==> src/rtl/debug_uart_wb_bridge.sv <==
// debug_uart_wb_bridge: UART-to-Wishbone debug master (8N1 RX commands in, Wishbone cycles out, read data back on TX)
// Ports:
//   core_clk, core_rst            clock, synchronous active-high reset
//   debug_in / debug_out          UART RX (async, idle high) / UART TX (idle high)
//   wb_cyc_o wb_stb_o wb_we_o     Wishbone master controls
//   wb_sel_o wb_adr_o wb_dat_o    byte selects, word address, write data
//   wb_dat_i wb_ack_i             read data, acknowledge
//   busy_o                        high whenever a frame is in progress
// Optional: define DEBUG_BRIDGE_TIMEOUT_EN to add an ack watchdog of TIMEOUT_CYCLES cycles.
module debug_uart_wb_bridge #(
    parameter int CLK_DIV        = 347,
    parameter int TIMEOUT_CYCLES = 1024
) (
    input  logic        core_clk,
    input  logic        core_rst,
    input  logic        debug_in,
    output logic        debug_out,
    output logic        wb_cyc_o,
    output logic        wb_stb_o,
    output logic        wb_we_o,
    output logic [3:0]  wb_sel_o,
    output logic [29:0] wb_adr_o,
    output logic [31:0] wb_dat_o,
    input  logic [31:0] wb_dat_i,
    input  logic        wb_ack_i,
    output logic        busy_o
);
    localparam int CW = $clog2(CLK_DIV);
    localparam logic [CW-1:0] C_HALF = CW'(CLK_DIV / 2);
    localparam logic [CW-1:0] C_LAST = CW'(CLK_DIV - 1);

    typedef enum logic [2:0] {S_IDLE, S_LEN, S_ADDR, S_WDATA, S_WB, S_TX} state_t;
    state_t r_state, w_next;

    logic          r_rx_s1, r_rx_s2, r_rx_prev, r_rx_busy, r_rx_valid;
    logic [CW-1:0] r_rx_cnt;
    logic [3:0]    r_rx_bit;
    logic [7:0]    r_rx_sh;

    logic [9:0]    r_tx_sh;
    logic [CW-1:0] r_tx_cnt;
    logic [3:0]    r_tx_bit;
    logic          r_tx_busy;
    logic          w_tx_done, w_tx_start;
    logic [7:0]    w_tx_byte;

    logic [1:0]    r_idx;
    logic [7:0]    r_len;
    logic          r_we;
    logic [29:0]   r_adr;
    logic [31:0]   r_dat;
    logic          w_to, w_done;
    logic [31:0]   w_rd;

    // RX: bit 0 is the start bit, 1..8 data, 9 stop; the engine frees itself at mid-stop
    always_ff @(posedge core_clk) begin
        r_rx_s1    <= debug_in;
        r_rx_s2    <= r_rx_s1;
        r_rx_prev  <= r_rx_s2;
        r_rx_valid <= 1'b0;
        if (core_rst) begin
            r_rx_s1   <= 1'b1;
            r_rx_s2   <= 1'b1;
            r_rx_prev <= 1'b1;
            r_rx_busy <= 1'b0;
            r_rx_cnt  <= '0;
            r_rx_bit  <= '0;
            r_rx_sh   <= '0;
        end else if (!r_rx_busy) begin
            if (r_rx_prev && !r_rx_s2) begin
                r_rx_busy <= 1'b1;
                r_rx_cnt  <= '0;
                r_rx_bit  <= '0;
            end
        end else if (r_rx_cnt == C_HALF && r_rx_bit == 4'd9) begin
            r_rx_busy  <= 1'b0;
            r_rx_valid <= r_rx_s2;
        end else if (r_rx_cnt == C_HALF) begin
            if (r_rx_bit != 4'd0) r_rx_sh <= {r_rx_s2, r_rx_sh[7:1]};
            r_rx_cnt <= r_rx_cnt + 1'b1;
        end else if (r_rx_cnt == C_LAST) begin
            r_rx_cnt <= '0;
            r_rx_bit <= r_rx_bit + 1'b1;
        end else begin
            r_rx_cnt <= r_rx_cnt + 1'b1;
        end
    end

    // TX: shift register fills with ones, so the idle line is its LSB
    assign w_tx_done = r_tx_busy && r_tx_cnt == C_LAST && r_tx_bit == 4'd9;
    assign debug_out = r_tx_sh[0];

    always_ff @(posedge core_clk) begin
        if (core_rst) begin
            r_tx_sh   <= '1;
            r_tx_cnt  <= '0;
            r_tx_bit  <= '0;
            r_tx_busy <= 1'b0;
        end else if (w_tx_start) begin
            r_tx_sh   <= {1'b1, w_tx_byte, 1'b0};
            r_tx_cnt  <= '0;
            r_tx_bit  <= '0;
            r_tx_busy <= 1'b1;
        end else if (r_tx_busy) begin
            if (r_tx_cnt == C_LAST) begin
                r_tx_cnt  <= '0;
                r_tx_sh   <= {1'b1, r_tx_sh[9:1]};
                r_tx_bit  <= r_tx_bit + 1'b1;
                r_tx_busy <= r_tx_bit != 4'd9;
            end else begin
                r_tx_cnt <= r_tx_cnt + 1'b1;
            end
        end
    end

`ifdef DEBUG_BRIDGE_TIMEOUT_EN
    localparam int TW = $clog2(TIMEOUT_CYCLES + 1);
    logic [TW-1:0] r_to;
    always_ff @(posedge core_clk) begin
        if (core_rst || r_state != S_WB) r_to <= '0;
        else r_to <= r_to + 1'b1;
    end
    assign w_to = r_to == TW'(TIMEOUT_CYCLES - 1);
`else
    logic w_unused_to;
    assign w_unused_to = |TIMEOUT_CYCLES;
    assign w_to = 1'b0;
`endif

    assign w_done = wb_ack_i || w_to;
    assign w_rd   = wb_ack_i ? wb_dat_i : 32'hFFFF_FFFF;

    // The first read byte goes straight from the bus; later ones come from the upper-middle of r_dat before it shifts
    assign w_tx_start = (r_state == S_WB && !r_we && w_done) || (r_state == S_TX && w_tx_done && r_idx != 2'd3);
    assign w_tx_byte  = r_state == S_WB ? w_rd[31:24] : r_dat[23:16];

    always_ff @(posedge core_clk) begin
        if (core_rst) r_state <= S_IDLE;
        else r_state <= w_next;
    end

    always_comb begin
        w_next = r_state;
        case (r_state)
            S_IDLE:  if (r_rx_valid && (r_rx_sh == 8'h01 || r_rx_sh == 8'h02)) w_next = S_LEN;
            S_LEN:   if (r_rx_valid) w_next = S_ADDR;
            S_ADDR:  if (r_rx_valid && r_idx == 2'd3) w_next = r_len == 8'd0 ? S_IDLE : r_we ? S_WDATA : S_WB;
            S_WDATA: if (r_rx_valid && r_idx == 2'd3) w_next = S_WB;
            S_WB:    if (w_done) w_next = !r_we ? S_TX : r_len == 8'd1 ? S_IDLE : S_WDATA;
            S_TX:    if (w_tx_done && r_idx == 2'd3) w_next = r_len == 8'd1 ? S_IDLE : S_WB;
            default: w_next = S_IDLE;
        endcase
    end

    always_ff @(posedge core_clk) begin
        if (core_rst) begin
            r_idx <= '0;
            r_len <= '0;
            r_we  <= 1'b0;
            r_adr <= '0;
            r_dat <= '0;
        end else begin
            case (r_state)
                S_IDLE: begin
                    r_idx <= '0;
                    if (w_next == S_LEN) r_we <= r_rx_sh == 8'h01;
                end
                S_LEN: if (r_rx_valid) r_len <= r_rx_sh;
                S_ADDR: if (r_rx_valid) begin
                    r_adr <= {r_adr[21:0], r_rx_sh};
                    r_idx <= r_idx + 1'b1;
                end
                S_WDATA: if (r_rx_valid) begin
                    r_dat <= {r_dat[23:0], r_rx_sh};
                    r_idx <= r_idx + 1'b1;
                end
                S_WB: if (w_done) begin
                    r_idx <= '0;
                    if (r_we) begin
                        r_adr <= r_adr + 1'b1;
                        r_len <= r_len - 1'b1;
                    end else begin
                        r_dat <= w_rd;
                    end
                end
                S_TX: if (w_tx_done) begin
                    r_dat <= {r_dat[23:0], 8'h00};
                    r_idx <= r_idx + 1'b1;
                    if (r_idx == 2'd3) begin
                        r_adr <= r_adr + 1'b1;
                        r_len <= r_len - 1'b1;
                    end
                end
                default: r_idx <= '0;
            endcase
        end
    end

    assign wb_cyc_o = r_state == S_WB;
    assign wb_stb_o = wb_cyc_o;
    assign wb_we_o  = wb_cyc_o && r_we;
    assign wb_sel_o = {4{wb_cyc_o}};
    assign wb_adr_o = r_adr;
    assign wb_dat_o = r_dat;
    assign busy_o   = r_state != S_IDLE;
endmodule

==> config.mk <==
export PLATFORM = sky130hd
export DESIGN_NAME = debug_uart_wb_bridge
export DESIGN_NICKNAME = d
export VERILOG_FILES = /design/src/rtl/debug_uart_wb_bridge.sv
export SDC_FILE = /design/constraint.sdc
export NUM_CORES = 1
export LEC_CHECK = 0
export CAP_MARGIN = 0
export CORE_ASPECT_RATIO = 1.2
export CORE_UTILIZATION = 55
export CTS_CLUSTER_DIAMETER = 120
export DETAILED_ROUTE_END_ITERATION = 12
export PLACE_DENSITY = 0.81
export SYNTH_ARGS = -nofsm -noshare
export SYNTH_HDL_FRONTEND = slang
export SYNTH_SLANG_ARGS = --single-unit
==> constraint.sdc <==
create_clock -name core_clk -period 2.8 [get_ports core_clk]
set_clock_uncertainty 0.15 [all_clocks]
set_input_delay 0.56 -clock core_clk [delete_from_list [all_inputs] [get_ports core_clk]]
set_output_delay 0.56 -clock core_clk [all_outputs]
set_load 0.03 [all_outputs]
==> flow_summary_export.csv <==
group,metric,value,unit
detailed_routing,drc_errors,0,
clock_network,cts_buffers,17,
floorplan,dieArea,13070,sq um
outcome,status,"finished clean",
timing,finalSetupViolCount,0,
logic_synthesis,seq_area_frac_synth,36.06,%
power,p_per_area,482.7,nW/um^2
worst_setup_path,crit_type,"flip-flop to output port",
worst_setup_path,crit_required,2090,ps
placed_design,io_buffers,106,
logic_synthesis,syn-cell-area,6940,sq um
detailed_routing,drtIter0Drc,551,
power,total_power,4.145,mW
run,maxCapViolations,0,
worst_setup_path,worstReg2RegStart,"r_state[1]",
placed_design,place_congestion,0.9306,
worst_setup_path,regToRegSetupSlack,300,ps
worst_setup_path,crit_end,"busy_o",
logic_synthesis,yosysTopAreaCell,"dfxtp_1",
clock_network,htreeDepth,4,
detailed_routing,wl_per_cell,17.56,microns
global_routing,top_usage_layer,"met2",
floorplan,pin_count,107,
floorplan,die_width,104.5,microns
logic_synthesis,yosys_warnings,0,
cells_and_area,drive_above_1_share,9.033,%
placed_design,placed_area,7984,sq um
timing,slew_violations,0,
floorplan,die_h,125.1,microns
detailed_routing,viasPerCell,6.396,
detailed_routing,ant_nets,0,
clock_network,clock_latency,420,ps
global_routing,first_global_vias,6649,
worst_setup_path,cp-startpoint,"r_state[1]",
clock_network,cts_tree,"done",
detailed_routing,totalWireLength,19.35,mm
detailed_routing,drt-pass1-iter-count,7,
logic_synthesis,synth.ff_latch_count,125,
global_routing,grtUsageMet2,49.75,%
timing,relSlewSlack,51.01,%
cells_and_area,diodes,0,
worst_setup_path,path_max_fanout,14,
clock_network,cts_max_path_buffers,2,
clock_network,cts_hold_buf,0,
global_routing,grt_pass1_wl,32.22,mm
logic_synthesis,synth-main-ff-cell,"dfxtp_1",
clock_network,root_buffer,"clkbuf_16",
power,p_leak,2.881,nW
placed_design,hpwlAfterDp,13.05,mm
timing,timing.setup.tns,0,ps
clock_network,postCtsSetupBuffers,0,
detailed_routing,vias,7048,
timing,max_freq,372.9,MHz
worst_setup_path,critPathCaptureType,"output port",
timing,worst_pin_slew,733.3,ps
timing,period_share,95.78,%
cells_and_area,fin_nets,979,
cells_and_area,synthToLayoutAreaGrowth,23.72,%
timing,final-hold-violation-count,0,
logic_synthesis,synth-edff-count,0,
worst_setup_path,critPathLaunchType,"flip-flop",
global_routing,use_met1,37.35,%
floorplan,rows,44,
logic_synthesis,synthArstFlopShare,0,%
global_routing,grt_max_degree,60,
worst_setup_path,worstPathArrival,1970,ps
logic_synthesis,netlist.area_leader.share,36.06,%
logic_synthesis,syn_inst,863,
power,ir_drop,0.0003176,V
timing,rsz0062_at_grt,"no",
cells_and_area,final_area,8587,sq um
clock_network,cts_resized,0,
logic_synthesis,ys_top_cells_by_area,"dfxtp_1, a21oi_1, o21ai_0, nand2_1, nand3_1",
floorplan,start_util,56.79,%
floorplan,core_area,12220,sq um
logic_synthesis,synth.net_count,914,
global_routing,gr-total-overflow,0,
global_routing,track_usage,29.99,%
hold_path,hold_class,"flip-flop to flip-flop",
global_routing,met3_usage,6.204,%
clock_network,clkSlewWorstSetupHoldPaths,60,ps
logic_synthesis,synthDistinctLibCells,77,
logic_synthesis,avgSynthCellArea,8.042,sq um
timing,finalCriticalPeriod,2682,ps
global_routing,antenna_found_initial,0,
worst_setup_path,rr_worst_depth,5,
clock_network,cts_sinks,125,
worst_setup_path,r2r_end,"wb_adr_o[15]",
[how the worst min path moves through the flow]
stage / cells after the start / startpoint / endpoint
after floorplan: 1 / r_rx_s1 / r_rx_s2
after global placement: 1 / r_rx_s1 / r_rx_s2
after detailed placement: 1 / r_rx_s1 / r_rx_s2
after CTS: 1 / r_rx_s1 / r_rx_s2
after global routing: 1 / r_rx_s1 / r_rx_s2
final: 1 / r_rx_s1 / r_rx_s2
[through the flow]
stage          util [%]  std cells  hold WS (ps)  worst slack, ps
4_1_cts           70.26       1102         267.4            132.0
3_3_place_gp      65.33       1070         247.7            319.1
3_5_place_dp      65.33       1070         254.3            262.3
2_1_floorplan         -        863         239.5            230.7
5_1_grt           70.26       1102         272.4            60.58
6_report          70.26       1102         267.0            118.2
[cell usage after synthesis (all sizes together), types with 5 or more instances]
| library cell | count |
|---|---|
| a211oi | 10 |
| a21oi | 86 |
| a311oi | 12 |
| a31oi | 18 |
| a41o | 5 |
| and2 | 13 |
| and3 | 13 |
| and4 | 5 |
| buf | 37 |
| clkbuf | 43 |
| dfxtp | 125 |
| ha | 15 |
| inv | 22 |
| mux2i | 22 |
| nand2 | 66 |
| nand2b | 9 |
| nand3 | 49 |
| nand3b | 20 |
| nand4 | 16 |
| nor2 | 49 |
| nor3 | 30 |
| nor4 | 10 |
| o21ai | 72 |
| o221ai | 16 |
| o31ai | 6 |
| o32ai | 7 |
| or2 | 8 |
| or3 | 5 |
| xnor2 | 5 |
| xor2 | 6 |
[logic make-up after synthesis]
group	synth area share [%]
compound gates	24.82
xor+xnor	1.388
fa+ha+maj	2.704
buf+inv	6.562
flops	36.06
mux	3.660
simple gates	24.81
[cells in the final DEF, fill, tap and decap left out, types with 6 or more instances in the layout]
| master | count |
|---|---|
| nor2_1 | 49 |
| nand3b_1 | 20 |
| ha_1 | 15 |
| clkdlybuf4s50_1 | 98 |
| o31ai_1 | 6 |
| o21ai_1 | 22 |
| o21ai_0 | 50 |
| clkbuf_16 | 17 |
| mux2i_1 | 22 |
| dfxtp_1 | 125 |
| a311oi_1 | 12 |
| o221ai_1 | 16 |
| inv_1 | 22 |
| a21oi_1 | 85 |
| clkinvlp_4 | 6 |
| nand2_1 | 66 |
| xor2_1 | 6 |
| nand4_1 | 14 |
| buf_4 | 27 |
| a211oi_1 | 10 |
| nor4_1 | 9 |
| and3_1 | 13 |
| nor3_1 | 29 |
| a31oi_1 | 17 |
| nand2b_1 | 8 |
| o32ai_1 | 7 |
| and2_1 | 13 |
| nand3_1 | 48 |
[power by group]
part           switching (mW)  internal (mW)  leakage [nW]
registers             0.00411           1.78          1.01
logic                  0.0668         0.0603          1.60
clock network           0.847           1.38         0.277
total                   0.918           3.23          2.88
[worst max-delay path, cell delays in order, from the launching register on]
cell and delay (ps):
dfxtp_1 620, or3_1 220, clkdlybuf4s50_1 710
[sequential cells by signal (all words and copies together) (netlist names), 2 cells and up]
signal	flops
r_tx_sh	9
wb_adr_o	30
r_idx	2
r_len	8
r_rx_sh	8
wb_dat_o	32
r_tx_bit	4
r_tx_cnt	9
r_rx_cnt	9
r_rx_bit	4
r_state	3
[per-layer routing]
metal	vias to the layer above	share of wire, %
met3	51	6.7
met2	349	49
met4	0	2.6
li1	3347	-
met5	-	0
met1	3301	42
[area by class of cell]
type / instances / area, sq um
Multi-Input combinational cell: 636 / 3994
Fill cell: 995 / 3635
Sequential cell: 125 / 2502
Timing Repair Buffer: 126 / 1204
Clock buffer: 20 / 466.7
Tap cell: 161 / 201.4
Clock inverter: 12 / 136.4
Inverter: 22 / 82.58
(Power assumes the default switching activity.)
